**config.mk**
```make
export PLATFORM = sky130hd
export DESIGN_NAME = icache_refill_ctrl
export DESIGN_NICKNAME = d
export VERILOG_FILES = /design/src/rtl/icache_pkg.sv /design/src/rtl/refill_word_counter.sv /design/src/rtl/icache_refill_ctrl.sv
export SDC_FILE = /design/constraint.sdc
export NUM_CORES = 1
export LEC_CHECK = 0
export BUFFER_PORTS_ARGS = -buffer_cell sky130_fd_sc_hd__clkbuf_2
export CORE_AREA = 2 2 90 92
export DETAILED_ROUTE_END_ITERATION = 8
export DIE_AREA = 0 0 92 94
export HOLD_SLACK_MARGIN = 0.1
export PLACE_DENSITY = 0.73
export SYNTH_ARGS = -nofsm -noshare
export SYNTH_HDL_FRONTEND = slang
export SYNTH_SLANG_ARGS = --single-unit
```
**constraint.sdc**
```tcl
create_clock -name clk -period 1.5 [get_ports clk]
set_clock_uncertainty 0.1 [all_clocks]
set_input_delay 0.15 -clock clk [delete_from_list [all_inputs] [get_ports clk]]
set_output_delay 0.15 -clock clk [all_outputs]
set_load 0.05 [all_outputs]
```
**src/rtl/icache_pkg.sv**
```systemverilog
// Shared types and helpers for the instruction-cache refill controller.
// Holds the refill FSM state encoding and the line-alignment helpers.
package icache_pkg;

  typedef enum logic [1:0] {
    IDLE = 2'd0,
    REQ  = 2'd1,
    WAIT = 2'd2,
    DONE = 2'd3
  } refill_state_e;

  localparam int unsigned DEFAULT_WORDS_PER_LINE = 4;
  localparam int unsigned OFFSET_BITS            = $clog2(DEFAULT_WORDS_PER_LINE) + 2;

  // Byte-offset bits inside one line for a given line size in words.
  function automatic int unsigned offset_bits_of(input int unsigned words_per_line);
    return $clog2(words_per_line) + 2;
  endfunction

  // Mask that clears the in-line byte offset; callers slice it to their width.
  function automatic logic [63:0] line_base_mask(input int unsigned words_per_line);
    return ~((64'd1 << offset_bits_of(words_per_line)) - 64'd1);
  endfunction

endpackage

```
**src/rtl/refill_word_counter.sv**
```systemverilog
// Word index within the line being refilled: cleared on load, stepped on
// each accepted word, and flags the last word of the line.
module refill_word_counter #(
  parameter int unsigned WORDS_PER_LINE = 4,
  parameter int unsigned IDX_W          = $clog2(WORDS_PER_LINE)
) (
  input  logic             clk,
  input  logic             reset,
  input  logic             load,
  input  logic             inc,
  output logic [IDX_W-1:0] idx,
  output logic             last
);

  logic [IDX_W-1:0] idx_q;
  logic [IDX_W-1:0] idx_d;

  // Next index: load wins over increment, otherwise hold.
  always_comb begin
    idx_d = idx_q;
    if (load) begin
      idx_d = '0;
    end else if (inc) begin
      idx_d = idx_q + IDX_W'(1);
    end else begin
      idx_d = idx_q;
    end
  end

  // Index register with synchronous reset.
  always_ff @(posedge clk) begin
    if (reset) begin
      idx_q <= '0;
    end else begin
      idx_q <= idx_d;
    end
  end

  assign idx  = idx_q;
  assign last = (idx_q == IDX_W'(WORDS_PER_LINE - 1));

endmodule

```
**src/rtl/icache_refill_ctrl.sv**
```systemverilog
// Instruction-cache miss handler for the fetch stage.
// On a miss it stalls fetch, reads the whole line one word at a time from
// instruction memory (one outstanding request), writes each word into the
// cache and releases the stall one cycle after the last word lands.
// Optional build macro: ICACHE_PERF_EN adds saturating hit/miss counters;
// without it miss_count and hit_count are tied to zero.
module icache_refill_ctrl
  import icache_pkg::*;
#(
  parameter int unsigned DATA_WIDTH     = 32,
  parameter int unsigned WORDS_PER_LINE = DEFAULT_WORDS_PER_LINE,
  parameter int unsigned CNT_WIDTH      = 32
) (
  input  logic                  clk,
  input  logic                  reset,
  input  logic [DATA_WIDTH-1:0] PCF,
  input  logic                  hit,
  input  logic                  flushE,
  output logic                  mem_req,
  output logic [DATA_WIDTH-1:0] mem_addr,
  input  logic                  mem_gnt,
  input  logic                  mem_rvalid,
  input  logic [DATA_WIDTH-1:0] mem_rdata,
  output logic                  cache_we,
  output logic [DATA_WIDTH-1:0] cache_waddr,
  output logic [DATA_WIDTH-1:0] cache_wdata,
  output logic                  stallF,
  output logic                  instr_validF,
  output logic [CNT_WIDTH-1:0]  miss_count,
  output logic [CNT_WIDTH-1:0]  hit_count
);

  localparam int unsigned IDX_W   = $clog2(WORDS_PER_LINE);
  localparam logic [63:0] LB_MASK = line_base_mask(WORDS_PER_LINE);

  refill_state_e         state_q, state_d;
  logic [DATA_WIDTH-1:0] line_base_q, line_base_d;
  logic                  drop_q, drop_d;

  logic                  idx_load;
  logic                  idx_inc;
  logic [IDX_W-1:0]      idx;
  logic                  idx_last;
  logic [DATA_WIDTH-1:0] word_addr;

  refill_word_counter #(
    .WORDS_PER_LINE(WORDS_PER_LINE),
    .IDX_W         (IDX_W)
  ) u_word_counter (
    .clk  (clk),
    .reset(reset),
    .load (idx_load),
    .inc  (idx_inc),
    .idx  (idx),
    .last (idx_last)
  );

  // line_base is aligned, so OR-ing the word offset can never carry out.
  assign word_addr = line_base_q | {{(DATA_WIDTH - IDX_W - 2){1'b0}}, idx, 2'b00};

  // Next-state logic for the refill FSM, line base and redirect-drop flag.
  always_comb begin
    state_d     = state_q;
    line_base_d = line_base_q;
    drop_d      = drop_q;
    idx_load    = 1'b0;
    idx_inc     = 1'b0;
    case (state_q)
      IDLE: begin
        if (!hit && !flushE) begin
          state_d     = REQ;
          line_base_d = PCF & LB_MASK[DATA_WIDTH-1:0];
          drop_d      = 1'b0;
          idx_load    = 1'b1;
        end else begin
          state_d = IDLE;
        end
      end
      REQ: begin
        // A redirect cannot cancel the memory transaction; just remember it.
        if (flushE) begin
          drop_d = 1'b1;
        end else begin
          drop_d = drop_q;
        end
        if (mem_gnt) begin
          state_d = WAIT;
        end else begin
          state_d = REQ;
        end
      end
      WAIT: begin
        if (flushE) begin
          drop_d = 1'b1;
        end else begin
          drop_d = drop_q;
        end
        if (mem_rvalid) begin
          if (idx_last) begin
            state_d = DONE;
          end else begin
            state_d = REQ;
            idx_inc = 1'b1;
          end
        end else begin
          state_d = WAIT;
        end
      end
      DONE: begin
        // The IDLE lookup re-evaluates whatever PCF now holds.
        state_d = IDLE;
        drop_d  = 1'b0;
      end
      default: begin
        state_d = IDLE;
        drop_d  = 1'b0;
      end
    endcase
  end

  // Refill FSM state registers with synchronous reset.
  always_ff @(posedge clk) begin
    if (reset) begin
      state_q     <= IDLE;
      line_base_q <= '0;
      drop_q      <= 1'b0;
    end else begin
      state_q     <= state_d;
      line_base_q <= line_base_d;
      drop_q      <= drop_d;
    end
  end

  // Output decode; reset forces every output to its idle value at once so a
  // stray rvalid during reset never reaches the cache.
  always_comb begin
    mem_req      = 1'b0;
    mem_addr     = '0;
    cache_we     = 1'b0;
    cache_waddr  = '0;
    cache_wdata  = '0;
    stallF       = 1'b0;
    instr_validF = 1'b0;
    if (reset) begin
      mem_req = 1'b0;
    end else begin
      mem_req      = (state_q == REQ);
      cache_we     = (state_q == WAIT) && mem_rvalid;
      stallF       = (state_q != IDLE) || (!hit && !flushE);
      instr_validF = (state_q == IDLE) && hit;
      if (state_q == REQ) begin
        mem_addr = word_addr;
      end else begin
        mem_addr = '0;
      end
      if ((state_q == WAIT) && mem_rvalid) begin
        cache_waddr = word_addr;
        cache_wdata = mem_rdata;
      end else begin
        cache_waddr = '0;
        cache_wdata = '0;
      end
    end
  end

`ifdef ICACHE_PERF_EN
  logic [CNT_WIDTH-1:0] hit_count_q, hit_count_d;
  logic [CNT_WIDTH-1:0] miss_count_q, miss_count_d;

  // Saturating counters: hit fetch cycles and refills entering DONE.
  always_comb begin
    hit_count_d  = hit_count_q;
    miss_count_d = miss_count_q;
    if ((state_q == IDLE) && hit && !flushE && (hit_count_q != '1)) begin
      hit_count_d = hit_count_q + CNT_WIDTH'(1);
    end else begin
      hit_count_d = hit_count_q;
    end
    if ((state_q == WAIT) && mem_rvalid && idx_last && (miss_count_q != '1)) begin
      miss_count_d = miss_count_q + CNT_WIDTH'(1);
    end else begin
      miss_count_d = miss_count_q;
    end
  end

  // Performance counter registers with synchronous reset.
  always_ff @(posedge clk) begin
    if (reset) begin
      hit_count_q  <= '0;
      miss_count_q <= '0;
    end else begin
      hit_count_q  <= hit_count_d;
      miss_count_q <= miss_count_d;
    end
  end

  assign hit_count  = hit_count_q;
  assign miss_count = miss_count_q;
`else
  assign hit_count  = '0;
  assign miss_count = '0;
`endif

endmodule

```
==> impl_metrics.json <==
{
  "status": "finished with violations",
  "violations": "negative setup slack",
  "cts_num_sinks": 32,
  "io_buffers": 161,
  "ys_types": 25,
  "switchingPower_mw": 1.01,
  "muxShareOfSynthArea_pct": 0.425,
  "io_pins": 234,
  "busiest_layer": "met2",
  "placed_cells": 574,
  "period_share_pct": 129,
  "synth_fa_ha_area_share_pct": 0.532,
  "grt_max_degree": 33,
  "required_ns": 1.25,
  "ctsRootBufferMaster": "clkbuf_8",
  "seq_power_share_pct": 36.4,
  "fin_area_sq_um": 5220,
  "drt_iter0_drc": 109,
  "grtUsageMet2_pct": 40.9,
  "period_minus_slack_ns": 1.93,
  "wire_per_inst_um": 16.3,
  "overflow": 0,
  "ys_warn_count": 0,
  "final_cells": 630,
  "crit_start": "state_q[0]",
  "synth-seq-cells": 32,
  "dr.pass1.iters": 4,
  "yosysSeqAreaShare_pct": 27.2,
  "setup_viol": 124,
  "use_met1_pct": 21.7,
  "dieArea_sq_um": 8650,
  "yosys.area_share.simple_pct": 37.9,
  "p_leak_nw": 2.45,
  "die_width_um": 92,
  "gp_congestion": 0.750,
  "multi_input_area_sq_um": 1730,
  "drt_wl_total_mm": 10.3,
  "clkSlewWorstSetupHoldPaths_ns": 0.07,
  "syn_to_final_growth_pct": 122,
  "fin_ws_ns": -0.432,
  "r2r-end": "line_base_q[23]",
  "hold_path_class": "in2reg",
  "via_count": 2729,
  "syn_inst": 320,
  "htreeDepth": 2,
  "num_antenna_cells": 0,
  "nets": 598,
  "route.detailed.drc": 0,
  "cts_tree": "yes",
  "cp.arrival_ns": 1.68,
  "internal-power_mw": 1.54,
  "seq_area_sq_um": 643,
  "clockBufferDepth": 2,
  "endpoint_kind": "output pin",
  "die_h_um": 94,
  "p_per_area_nw_per_um2": 488,
  "cp_max_fo": 10,
  "grt_usage_pct": 20.9,
  "swShare_pct": 39.6,
  "max_clock_freq_mhz": 518,
  "final_hold_viol_count": 0,
  "holdWs_ns": 0.204,
  "cts_buffers": 5,
  "drive_gt1_share_pct": 63.1,
  "critPathKind": "reg2out",
  "cap_violations": 0,
  "synth.avg_cell_area_sq_um": 7.35,
  "r2r_slack_ns": -0.29,
  "fillCellCount": 538,
  "slew_viol_final": 0,
  "hpwl_mm": 5.55,
  "start_kind": "flop",
  "start_util_pct": 30.9,
  "antenna_found_initial": 0,
  "fin_util_pct": 68.7,
  "synth-xor-area-share_pct": 0.372,
  "avgViaCountPerCell": 4.33,
  "rows": 32,
  "clock_power_share_pct": 27.5,
  "fin_setup_tns_ns": -40.84,
  "grt_first_pass_wirelength_mm": 14.1,
  "clk_latency_ns": 0.28,
  "syn-cell-area_sq_um": 2350,
  "max-vdd-ir-drop_v": 0.000309,
  "cp-endpoint": "cache_waddr[16]",
  "synth_compound_area_share_pct": 6.91,
  "synth_top_family_by_area": "simple AND/OR/NAND/NOR gates",
  "use_met3_pct": 5.06,
  "reg2reg_depth": 7,
  "r2r-start": "state_q[1]",
  "grt_pass1_vias": 2720,
  "rsz0062_at_grt": "true",
  "p_comb_share_pct": 36.1,
  "core_area_sq_um": 7610,
  "dpl_cell_area_sq_um": 3460,
  "postRouteAntennaNets": 0
}
sequential cells by signal, indices dropped and copies added (netlist names):
| signal | count |
|---|---|
| u_word_counter.idx | 2 |
| line_base_q | 28 |
| state_q | 2 |
worst min path at each step:
| stage | startpoint | endpoint | depth (start not counted) |
|---|---|---|---|
| after floorplan | PCF[16] | line_base_q[16] | 2 |
| after global placement | PCF[20] | line_base_q[20] | 3 |
| after detailed placement | PCF[19] | line_base_q[19] | 3 |
| after CTS | mem_rvalid | state_q[1] | 4 |
| after global routing | mem_rvalid | state_q[0] | 4 |
| final | mem_rvalid | state_q[1] | 4 |
routing by layer:
| layer | vias to the layer above | routed length, um |
|---|---|---|
| met4 | 0 | 128 |
| met3 | 14 | 611 |
| li1 | 1273 | - |
| met1 | 1304 | 3880 |
| met2 | 138 | 5640 |
| met5 | - | 0 |
cells in the final DEF (no fill, tap or decap), types with 2 or more instances in the layout:
cell	instances
nand2_1	40
nor3b_4	2
dfxtp_2	2
buf_4	12
clkbuf_16	15
dlygate4sd3_1	29
a21oi_1	14
buf_8	37
nand2_2	3
conb_1	68
a21oi_2	16
nor2_1	3
clkbuf_2	65
nor3_1	2
clkbuf_8	34
and2_4	53
buf_12	23
buf_6	13
nand2_4	13
and2_2	39
dfxtp_1	30
cells in the mapped netlist:
library cell	instances	area, sq um
and2b_1	1	7.51
dfxtp_1	32	641
ha_1	1	12.5
nor4b_1	1	8.76
clkbuf_1	12	45.0
nor3_1	3	15.0
nor4_1	1	6.26
o21ai_0	1	5.00
buf_4	68	510
and4bb_2	1	12.5
nor2_1	3	11.3
xnor2_1	1	8.76
nand3b_1	1	7.51
nand2_1	56	210
buf_2	6	30.0
conb_1	1	3.75
nor3b_4	1	18.8
a22oi_1	1	7.51
buf_6	3	33.8
inv_1	1	3.75
a21oi_1	30	150
nor3b_1	1	7.51
mux2i_1	1	10.0
or4_4	1	11.3
and2_1	92	576
final cells by class:
class / count / area share (%)
Multi-Input combinational cell: 265 / 33.0
Timing Repair Buffer: 222 / 50.3
Inverter: 1 / 0.0719
Sequential cell: 32 / 12.3
Tap cell: 102 / 2.44
Clock buffer: 7 / 1.65
Clock inverter: 1 / 0.144
metrics by stage:
step           total power, mW  setup WS, ns
2_1_floorplan             1.63        -0.200
3_3_place_gp              1.63        -0.148
3_5_place_dp              1.64        -0.211
4_1_cts                   2.49        -0.392
5_1_grt                   2.66        -0.518
6_report                  2.55        -0.432
worst max-delay path: stages (launching register included):
cell     delay (ns)
dfxtp_2        0.32
and2b_1        0.20
nor3b_4        0.24
buf_6          0.18
buf_8          0.14
and2_2         0.17
buf_8          0.15
power groups by stage:
stage                     Clock, mW  Sequential [mW]  Combinational [mW]
after CTS                     0.723            0.919               0.845
after floorplan                   0            0.926               0.702
after global routing          0.762            0.934               0.961
after detailed placement          0            0.935               0.707
after global placement            0            0.933               0.698
final                         0.701            0.929               0.921
repair_timing:
item / 4_1_cts / 5_1_grt
pin swaps: 13 / 20
hold buffers: 29 / 0
setup buffers: 6 / 8
hold endpoints to repair: 29 / 0
gates resized for setup: 207 / 121
endpoints found under the setup margin: 123 / 125
cloned: 3 / 6
cell families after synthesis:
kind of cell	Yosys count
AOI/OAI and AO/OA	32
xor gates and xnor gates	1
adders and majority gates	1
buffers and inverters	90
DFF	32
muxes	1
other	1
and+or+nand+nor	162
Power figures use the tool's default switching activity.
